<file path="config.mk">
export PLATFORM = sky130hd
export DESIGN_NAME = vga_color_sched
export DESIGN_NICKNAME = d
export VERILOG_FILES = /design/src/rtl/vga_pkg.sv /design/src/rtl/sync_2ff.sv /design/src/rtl/vga_color_sched.sv
export SDC_FILE = /design/constraint.sdc
export NUM_CORES = 1
export LEC_CHECK = 0
export CORE_MARGIN = 2
export CORE_UTILIZATION = 44
export CTS_CLUSTER_DIAMETER = 40
export CTS_CLUSTER_SIZE = 40
export DETAILED_ROUTE_END_ITERATION = 12
export GPL_TIMING_DRIVEN = 1
export PLACE_DENSITY = 0.85
export SYNTH_ARGS = -nofsm -noshare
export SYNTH_HDL_FRONTEND = slang
export SYNTH_HIERARCHICAL = 1
export SYNTH_SLANG_ARGS = --single-unit
</file>
<file path="constraint.sdc">
create_clock -name clk -period 3.1 [get_ports clk]
set_input_delay 0.31 -clock clk [delete_from_list [all_inputs] [get_ports clk]]
set_output_delay 0.31 -clock clk [all_outputs]
set_load 0.01 [all_outputs]
</file>
<file path="src/rtl/vga_pkg.sv">
// rtl/vga_pkg.sv - VGA timing constants, count widths and colour-scheduler mode encodings.
package vga_pkg;

  localparam int H_ACTIVE = 800;
  localparam int H_FP     = 56;
  localparam int H_SYNC   = 120;
  localparam int H_BP     = 64;
  localparam int H_TOTAL  = H_ACTIVE + H_FP + H_SYNC + H_BP;

  localparam int V_ACTIVE = 600;
  localparam int V_FP     = 37;
  localparam int V_SYNC   = 6;
  localparam int V_BP     = 23;
  localparam int V_TOTAL  = V_ACTIVE + V_FP + V_SYNC + V_BP;

  localparam int H_W   = 11;
  localparam int V_W   = 10;
  localparam int CNT_W = 10;

  typedef enum logic [1:0] {
    MODE_MANUAL = 2'b00,
    MODE_AUTO   = 2'b01,
    MODE_HOLD   = 2'b10
  } mode_t;

endpackage

</file>
<file path="src/rtl/sync_2ff.sv">
// rtl/sync_2ff.sv - two-flop synchroniser, parameterised width, cleared by reset.
module sync_2ff #(
  parameter int WIDTH = 1
) (
  input  logic             clk,
  input  logic             rst,
  input  logic [WIDTH-1:0] d,
  output logic [WIDTH-1:0] q
);

  logic [WIDTH-1:0] meta;

  always_ff @(posedge clk or posedge rst) begin
    if (rst) begin
      meta <= '0;
      q    <= '0;
    end else begin
      meta <= d;
      q    <= meta;
    end
  end

endmodule

</file>
<file path="src/rtl/vga_color_sched.sv">
// rtl/vga_color_sched.sv - frame-synchronous colour scheduler (manual / auto-cycle / hold).
module vga_color_sched
  import vga_pkg::*;
#(
  parameter int H_TOTAL         = vga_pkg::H_TOTAL,
  parameter int V_TOTAL         = vga_pkg::V_TOTAL,
  parameter int FRAMES_PER_STEP = 60
) (
  input  logic             clk,
  input  logic             rst,
  input  logic [H_W-1:0]   h_count,
  input  logic [V_W-1:0]   v_count,
  input  logic [2:0]       sw,
  input  logic             auto_en,
  input  logic             freeze,
  output logic [2:0]       color,
  output logic             frame_tick,
  output logic [1:0]       mode,
  output logic [CNT_W-1:0] frame_cnt
);

  localparam logic [H_W-1:0]   H_LAST   = H_W'(H_TOTAL - 1);
  localparam logic [V_W-1:0]   V_LAST   = V_W'(V_TOTAL - 1);
  localparam logic [CNT_W-1:0] CNT_LAST = CNT_W'(FRAMES_PER_STEP - 1);

  logic [4:0] raw_in;
  logic [4:0] synced;
  logic [2:0] sw_s;
  logic       auto_en_s;
  logic       freeze_s;

  assign raw_in = {sw, auto_en, freeze};

  sync_2ff #(.WIDTH(5)) u_sync (
    .clk (clk),
    .rst (rst),
    .d   (raw_in),
    .q   (synced)
  );

  assign sw_s      = synced[4:2];
  assign auto_en_s = synced[1];
  assign freeze_s  = synced[0];

  logic last_px;
  assign last_px = (h_count == H_LAST) && (v_count == V_LAST);

  mode_t             mode_q, mode_n;
  logic [2:0]        color_q, color_n;
  logic [CNT_W-1:0]  cnt_q, cnt_n;
  logic              tick_q;

  always_comb begin
    mode_n  = mode_q;
    color_n = color_q;
    cnt_n   = cnt_q;
    if (freeze_s) begin
      mode_n = MODE_HOLD;
    end else if (auto_en_s) begin
      mode_n = MODE_AUTO;
      // Coming out of HOLD keeps the held count so the step resumes where it stopped.
      case (mode_q)
        MODE_AUTO: begin
          if (cnt_q == CNT_LAST) begin
            color_n = color_q + 3'd1;
            cnt_n   = '0;
          end else begin
            cnt_n = cnt_q + CNT_W'(1);
          end
        end
        MODE_HOLD: ;
        default:   cnt_n = '0;
      endcase
    end else begin
      mode_n  = MODE_MANUAL;
      color_n = sw_s;
      cnt_n   = '0;
    end
  end

  always_ff @(posedge clk or posedge rst) begin
    if (rst) begin
      mode_q  <= MODE_MANUAL;
      color_q <= 3'b000;
      cnt_q   <= '0;
      tick_q  <= 1'b0;
    end else begin
      tick_q <= last_px;
      if (last_px) begin
        mode_q  <= mode_n;
        color_q <= color_n;
        cnt_q   <= cnt_n;
      end
    end
  end

  assign color      = color_q;
  assign frame_tick = tick_q;
  assign mode       = mode_q;
  assign frame_cnt  = cnt_q;

endmodule

</file>
==> results of run 1 <==
[synth_stat cells, drive strengths merged]
cell | number | area (sq um)
a2111oi | 1 | 27.5
a21boi | 1 | 7.51
a21oi | 1 | 5.00
a31oi | 1 | 6.26
and2 | 1 | 6.26
and3 | 1 | 6.26
and3b | 1 | 8.76
and4b | 1 | 10.0
clkbuf | 2 | 7.51
dfrtp | 26 | 651
ha | 2 | 25.0
inv | 3 | 11.3
mux2 | 1 | 11.3
mux2i | 3 | 30.0
nand2 | 10 | 37.5
nand2b | 2 | 12.5
nand3 | 8 | 40.0
nand3b | 1 | 7.51
nand4 | 4 | 25.0
nand4b | 1 | 8.76
nor2 | 8 | 30.0
nor3b | 1 | 7.51
nor4 | 4 | 25.0
nor4b | 1 | 8.76
nor4bb | 2 | 20.0
o21ai | 15 | 75.1
o31a | 1 | 8.76
o31ai | 3 | 22.5
o41ai | 1 | 8.76
or3 | 2 | 12.5
or3b | 1 | 8.76
or4 | 4 | 33.8
or4b | 1 | 13.8
or4bb | 1 | 11.3
[path summary, 6_finish.rpt]
check                                      endpoint  slack, ps  depth (start not counted)
setup / recovery               color[0]$_DFFE_PP0P_        430                          6
hold reg to reg               u_sync/q[0]$_DFF_PP0_        370                          0
max in group asynchronous      color[1]$_DFFE_PP0P_       2330                          2
setup reg to reg               color[0]$_DFFE_PP0P_        430                          6
hold / removal             u_sync/meta[0]$_DFF_PP0_        260                          2
min in group clk              u_sync/q[0]$_DFF_PP0_        370                          0
[per-stage QoR]
step	instances	util	power (mW)
finish	194	0.650	0.629
global route	194	0.650	0.656
CTS	194	0.650	0.635
detailed placement	190	0.630	0.404
global placement	190	0.630	0.402
floorplan	116	-	0.366
[flip-flops by register name, indices dropped and copies added, names as in the netlist]
name / flops
color: 3
frame_cnt: 10
u_sync/q: 5
u_sync/meta: 5
frame_tick: 1
mode: 2
[cells in the final DEF (no fill, tap or decap), types with 2 or more instances in the layout]
| cell | Yosys | routed |
|---|---|---|
| buf_4 | 0 | 2 |
| clkbuf_4 | 0 | 3 |
| clkdlybuf4s50_1 | 0 | 43 |
| dfrtp_1 | 26 | 26 |
| ha_1 | 2 | 2 |
| inv_1 | 3 | 3 |
| mux2i_1 | 3 | 3 |
| nand2_1 | 10 | 10 |
| nand2b_1 | 2 | 2 |
| nand3_1 | 8 | 8 |
| nand4_1 | 4 | 4 |
| nor2_1 | 8 | 8 |
| nor4_1 | 4 | 4 |
| nor4bb_1 | 2 | 2 |
| o21ai_0 | 14 | 14 |
| o31ai_1 | 3 | 3 |
| or3_1 | 2 | 2 |
| or4_1 | 3 | 3 |
[power breakdown]
part	internal (mW)	total, mW	leakage (nW)	switching (mW)
clock	0.131	0.232	0.0279	0.101
combinational	0.0329	0.0468	0.355	0.0139
sequential	0.346	0.350	0.324	0.00481
total	0.509	0.629	0.707	0.120
[metal layers]
metal,global-route usage,up-vias
met2,0.369,45
met5,0,-
met3,0.0530,8
met4,0.0598,0
li1,-,537
met1,0.212,557
[cell type report]
cell class	instances	area share
well taps	31	0.0220
clock inverters	1	0.0171
clock buffers	3	0.0128
inverters	3	0.00640
flip-flops and latches	26	0.370
multi-input cells	85	0.319
repair buffers	45	0.253
[kinds of logic after synthesis]
kind of cell	synth area share
AND/OR/NAND/NOR	0.271
multiplexers	0.0335
AO/OA/AOI/OAI	0.131
adder cells (fa/ha/maj)	0.0203
flip-flops	0.528
buffers and inverters	0.0152
==> summary.txt, run 1 <==
Outcome
  • Status: finished clean

Critical path
  • Kind of cell adding the most delay to the critical path: simple AND/OR/NAND/NOR gates
  • Worst reg2reg startpoint: frame_cnt[0]$_DFFE_PP0P_
  • Crit path buffers/inverters: 0
  • Arrival time at the worst endpoint: roughly 2900 ps
  • Highest-delay cell along the critical path: or4_4
  • Type of the worst setup path: register to register
  • Required time at the worst-slack endpoint: 3320 ps
  • CP Capture Type: register
  • Worst setup SP type: register
  • Worst-path cell chain: ha_1, or4b_4, or4_4, a2111oi_4, a21boi_1, mux2i_1
  • Maximum single-stage delay on the critical path: 550 ps
  • Max Fanout on Critical Path: 7
  • Startpoint of the most critical setup path: frame_cnt[0]$_DFFE_PP0P_

STA
  • Final Cycle Share: 0.861
  • Post-route worst hold slack: ~260 ps
  • Max transition margin: 0.583
  • Setup TNS: 0 ps
  • Skew final: 10.2 ps
  • Setup slack after layout: about 430 ps
  • Slew of the pin with the lowest slew margin: 619 ps
  • Fmax: 375 MHz
  • Setup repair after global routing missed its margin: false
  • Count of endpoints failing setup in the final report: 0
  • Final worst path period need: 2670 ps
  • Endpoints failing hold: 0
  • Slew Limit Fails: 0

Clock network
  • Count of hold-fix buffers inserted at cts: 0
  • Number of H-tree branching levels: 1
  • Sink Count: 26
  • Setup Fix Bufs, Post-CTS: 0
  • Clock root buffer: clkbuf_4
  • Clock-pin slew reported for the worst setup and hold paths after clock tree synthesis: roughly 150 ps
  • Number of cells upsized or downsized after cts: 0
  • Number of buffers created by CTS: 3
  • Maximum number of buffers from clock root to sink: 2
  • Clock latency at the later pin of the worst-skew pair: between 300 and 400 ps
  • Clock tree from TritonCTS: built

GRT
  • Grt ovf: 0
  • Largest net degree at the start of global routing: 17
  • Wire length of the first global-routing pass: around 5.1 mm
  • Antenna violations before repair: 0
  • Number of global-route vias before repair: between 1,000 and 1,500
  • Global routing usage summed across all routing layers: 0.197

Floorplanning
  • Overall die width: approximately 57 microns
  • Die Ht: between 50 and 60 microns
  • Core region area: 2710 sq um
  • Area enclosed by the die boundary: about 3200 sq um
  • Num rows: 19
  • Effective utilization at floorplan: 0.454
  • Num ports: 44

Synthesis
  • Mapped cell area: between 1000 and 1500 sq um
  • Yosys reg bits: 26
  • Synth cell types: 36
  • Total nets after synthesis: 146
  • Number of cells produced by synthesis: approximately 120
  • Proportion of synthesized chip area in sequential cells: 0.528
  • Synth Area per Inst: about 11 sq um
  • Warnings from Yosys: 6

Detailed routing
  • Remaining DRCs: 0
  • DR WL met3: 164 microns
  • Routed len/inst: about 15 microns
  • Uppermost routed layer: met4
  • Count of TritonRoute iterations in the first routing pass: 4
  • 1st-iter DRT viols: just over 40
  • Total wire length: between 2 and 3 mm
  • Via density per instance: between 5 and 6
  • Sum of met2 wire segment lengths after detailed routing: about 1.6 mm
  • Post-route antenna net violation count: 0
  • Length of routed wiring on met1: roughly 1.1 mm
  • Total via count in the routed design: approximately 1,100

Placed design
  • Post-Place Cell Area: between 1500 and 2000 sq um
  • Pre-CTS setup slack: just over 400 ps
  • Detailed placement HPWL: approximately 2.3 mm
  • Number of I/O port buffers: 43
  • Routability cong.: between 0.7 and 0.8

Final layout
  • Proportion of layout cells with a drive suffix above 1: 0.0675
  • Post-synthesis to final-layout area growth: 43.0%
  • Finished layout cell area: between 1500 and 2000 sq um
  • Number of antenna diodes: 0
  • Layout net count: between 150 and 200
  • Area of combinational cells with multiple inputs: around 560 sq um
  • Sequential cell area: approximately 650 sq um
  • Number of filler instances in the final layout: approximately 230

Pwr
  • Ratio of total power to cell area: between 300 and 400 nW/um^2
  • Peak ir drop on the vdd network: a little under 0.4 mV
  • Leakage: approximately 0.71 nW

Job
  • Max-cap check violation count: 0

Hold path
  • Tightest Hold Check Type: primary input to asynchronous set/reset pin
No activity file was read; power rests on OpenSTA's default activity.
==> run 2, diff against run 1 <==
Settings changed: CORE_MARGIN 2 to not set.
==> run 2 against run 1 <==
Net effect:
- sequential share of layout area barely moved
- largest power group unchanged
- core utilization rose by 3.6 points
- clock power barely moved
- die area fell by 6.9%
==> summary.txt, run 2 (synthesis gave the netlist of run 1 again) <==
Outcome
  • Status: finished clean

Placed design
  • Routability cong.: about 0.78
  • Post-Place Cell Area: approximately 1700 sq um
  • Detailed placement HPWL: ~2.2 mm
  • Number of I/O port buffers: 43

Critical path
  • Worst reg2reg startpoint: frame_cnt[0]$_DFFE_PP0P_
  • Required time at the worst-slack endpoint: about 3300 ps
  • Worst setup SP type: register
  • Arrival time at the worst endpoint: ~2900 ps
  • Startpoint of the most critical setup path: frame_cnt[0]$_DFFE_PP0P_
  • CP Capture Type: register
  • Max Fanout on Critical Path: 7
  • Type of the worst setup path: register to register

Floorplanning
  • Die Ht: around 55 microns
  • Effective utilization at floorplan: 0.480
  • Core region area: 2570 sq um
  • Area enclosed by the die boundary: 3010 sq um
  • Overall die width: 54.9 microns
  • Num rows: 18
  • Num ports: 44

Pwr
  • Ratio of total power to cell area: 357 nW/um^2
  • Peak ir drop on the vdd network: 0.469 mV
  • Leakage: roughly 0.71 nW

GRT
  • Wire length of the first global-routing pass: around 4.7 mm
  • Global routing usage summed across all routing layers: 0.220
  • Grt ovf: 0
  • Largest net degree at the start of global routing: 17
  • Number of global-route vias before repair: 1,116
  • Antenna violations before repair: 0

Clock network
  • Number of cells upsized or downsized after cts: 0
  • Count of hold-fix buffers inserted at cts: 0
  • Maximum number of buffers from clock root to sink: 2
  • Clock-pin slew reported for the worst setup and hold paths after clock tree synthesis: about 150 ps
  • Clock root buffer: clkbuf_4
  • Clock tree from TritonCTS: built
  • Clock latency at the later pin of the worst-skew pair: 320 ps
  • Number of buffers created by CTS: 3
  • Number of H-tree branching levels: 1
  • Setup Fix Bufs, Post-CTS: 0
  • Sink Count: 26

Final layout
  • Layout net count: around 190
  • Highest-count cells in the layout ignoring fill and taps: 43 x clkdlybuf4s50_1, 26 x dfrtp_1, 14 x o21ai_0, 10 x nand2_1
  • Number of filler instances in the final layout: 214
  • Area of combinational cells with multiple inputs: roughly 560 sq um
  • Finished layout cell area: ~1800 sq um
  • Number of flip-flops in the largest register: 10
  • Most common cell after layout, fill and taps aside: clkdlybuf4s50_1
  • Number of antenna diodes: 0
  • Post-synthesis to final-layout area growth: 42.9%
  • Proportion of layout cells with a drive suffix above 1: 0.0675
  • Sequential cell area: 651 sq um

STA
  • Slew of the pin with the lowest slew margin: ~620 ps
  • Fmax: around 380 MHz
  • Setup TNS: 0 ps
  • Post-route worst hold slack: about 270 ps
  • Endpoints failing hold: 0
  • Setup repair after global routing missed its margin: false
  • Skew final: 13.5 ps
  • Final Cycle Share: 0.858
  • Final worst path period need: between 2000 and 3000 ps
  • Max transition margin: 0.583
  • Count of endpoints failing setup in the final report: 0
  • Slew Limit Fails: 0

Detailed routing
  • Routed len/inst: about 14 microns
  • Remaining DRCs: 0
  • Total via count in the routed design: between 1,000 and 1,500
  • Total wire length: around 2.8 mm
  • 1st-iter DRT viols: 12
  • Count of TritonRoute iterations in the first routing pass: 4
  • Post-route antenna net violation count: 0
  • Via density per instance: 5.67

Hold path
  • Tightest Hold Check Type: primary input to asynchronous set/reset pin

Job
  • Max-cap check violation count: 0
run 2: final cells by class:
cell class / instances / area share
clock buffers: 3 / 0.0128
clock inverters: 1 / 0.0171
inverters: 3 / 0.00640
multi-input cells: 85 / 0.319
flip-flops and latches: 26 / 0.370
well taps: 30 / 0.0213
repair buffers: 45 / 0.253
run 2: final timing paths:
check | endpoint | slack, ps | cells after the start
setup reg to reg | color[0]$_DFFE_PP0P_ | 440 | 6
hold / removal | u_sync/q[2]$_DFF_PP0_ | 270 | 2
max in group asynchronous | frame_tick$_DFF_PP0_ | 2320 | 2
hold reg to reg | u_sync/q[3]$_DFF_PP0_ | 370 | 0
min in group clk | u_sync/q[3]$_DFF_PP0_ | 370 | 0
setup / recovery | color[0]$_DFFE_PP0P_ | 440 | 6
run 2: metal layers:
metal  global-route usage  share of wire
met1                0.235           0.41
met2                0.416           0.54
met3               0.0683          0.047
met4               0.0542         0.0018
met5                    0              0
run 2: worst max-delay path, stage by stage, from the launching register on:
cell,delay (ps)
dfrtp_1,430
ha_1,250
or4b_4,500
or4_4,540
a2111oi_4,500
a21boi_1,230
mux2i_1,90
run 2: where the power goes:
part	leakage (nW)	internal, mW	switching [mW]
registers	0.324	0.346	0.00458
clock network	0.0279	0.131	0.100
logic	0.355	0.0330	0.0143
total	0.707	0.509	0.119
run 2: per-stage QoR:
| stage | util | cells | total power [mW] | setup slack (ps) |
|---|---|---|---|---|
| finish | 0.685 | 193 | 0.629 | 441 |
| global route | 0.685 | 193 | 0.653 | 341 |
| floorplan | - | 116 | 0.366 | 600 |
| CTS | 0.685 | 193 | 0.638 | 445 |
| global placement | 0.665 | 189 | 0.403 | 521 |
| detailed placement | 0.665 | 189 | 0.405 | 417 |
==> run 3, diff against run 2 <==
Settings changed: GPL_TIMING_DRIVEN 1 to not set.
==> results of run 3 <==
Final layout, timing and power as in run 2 (identical DEF).
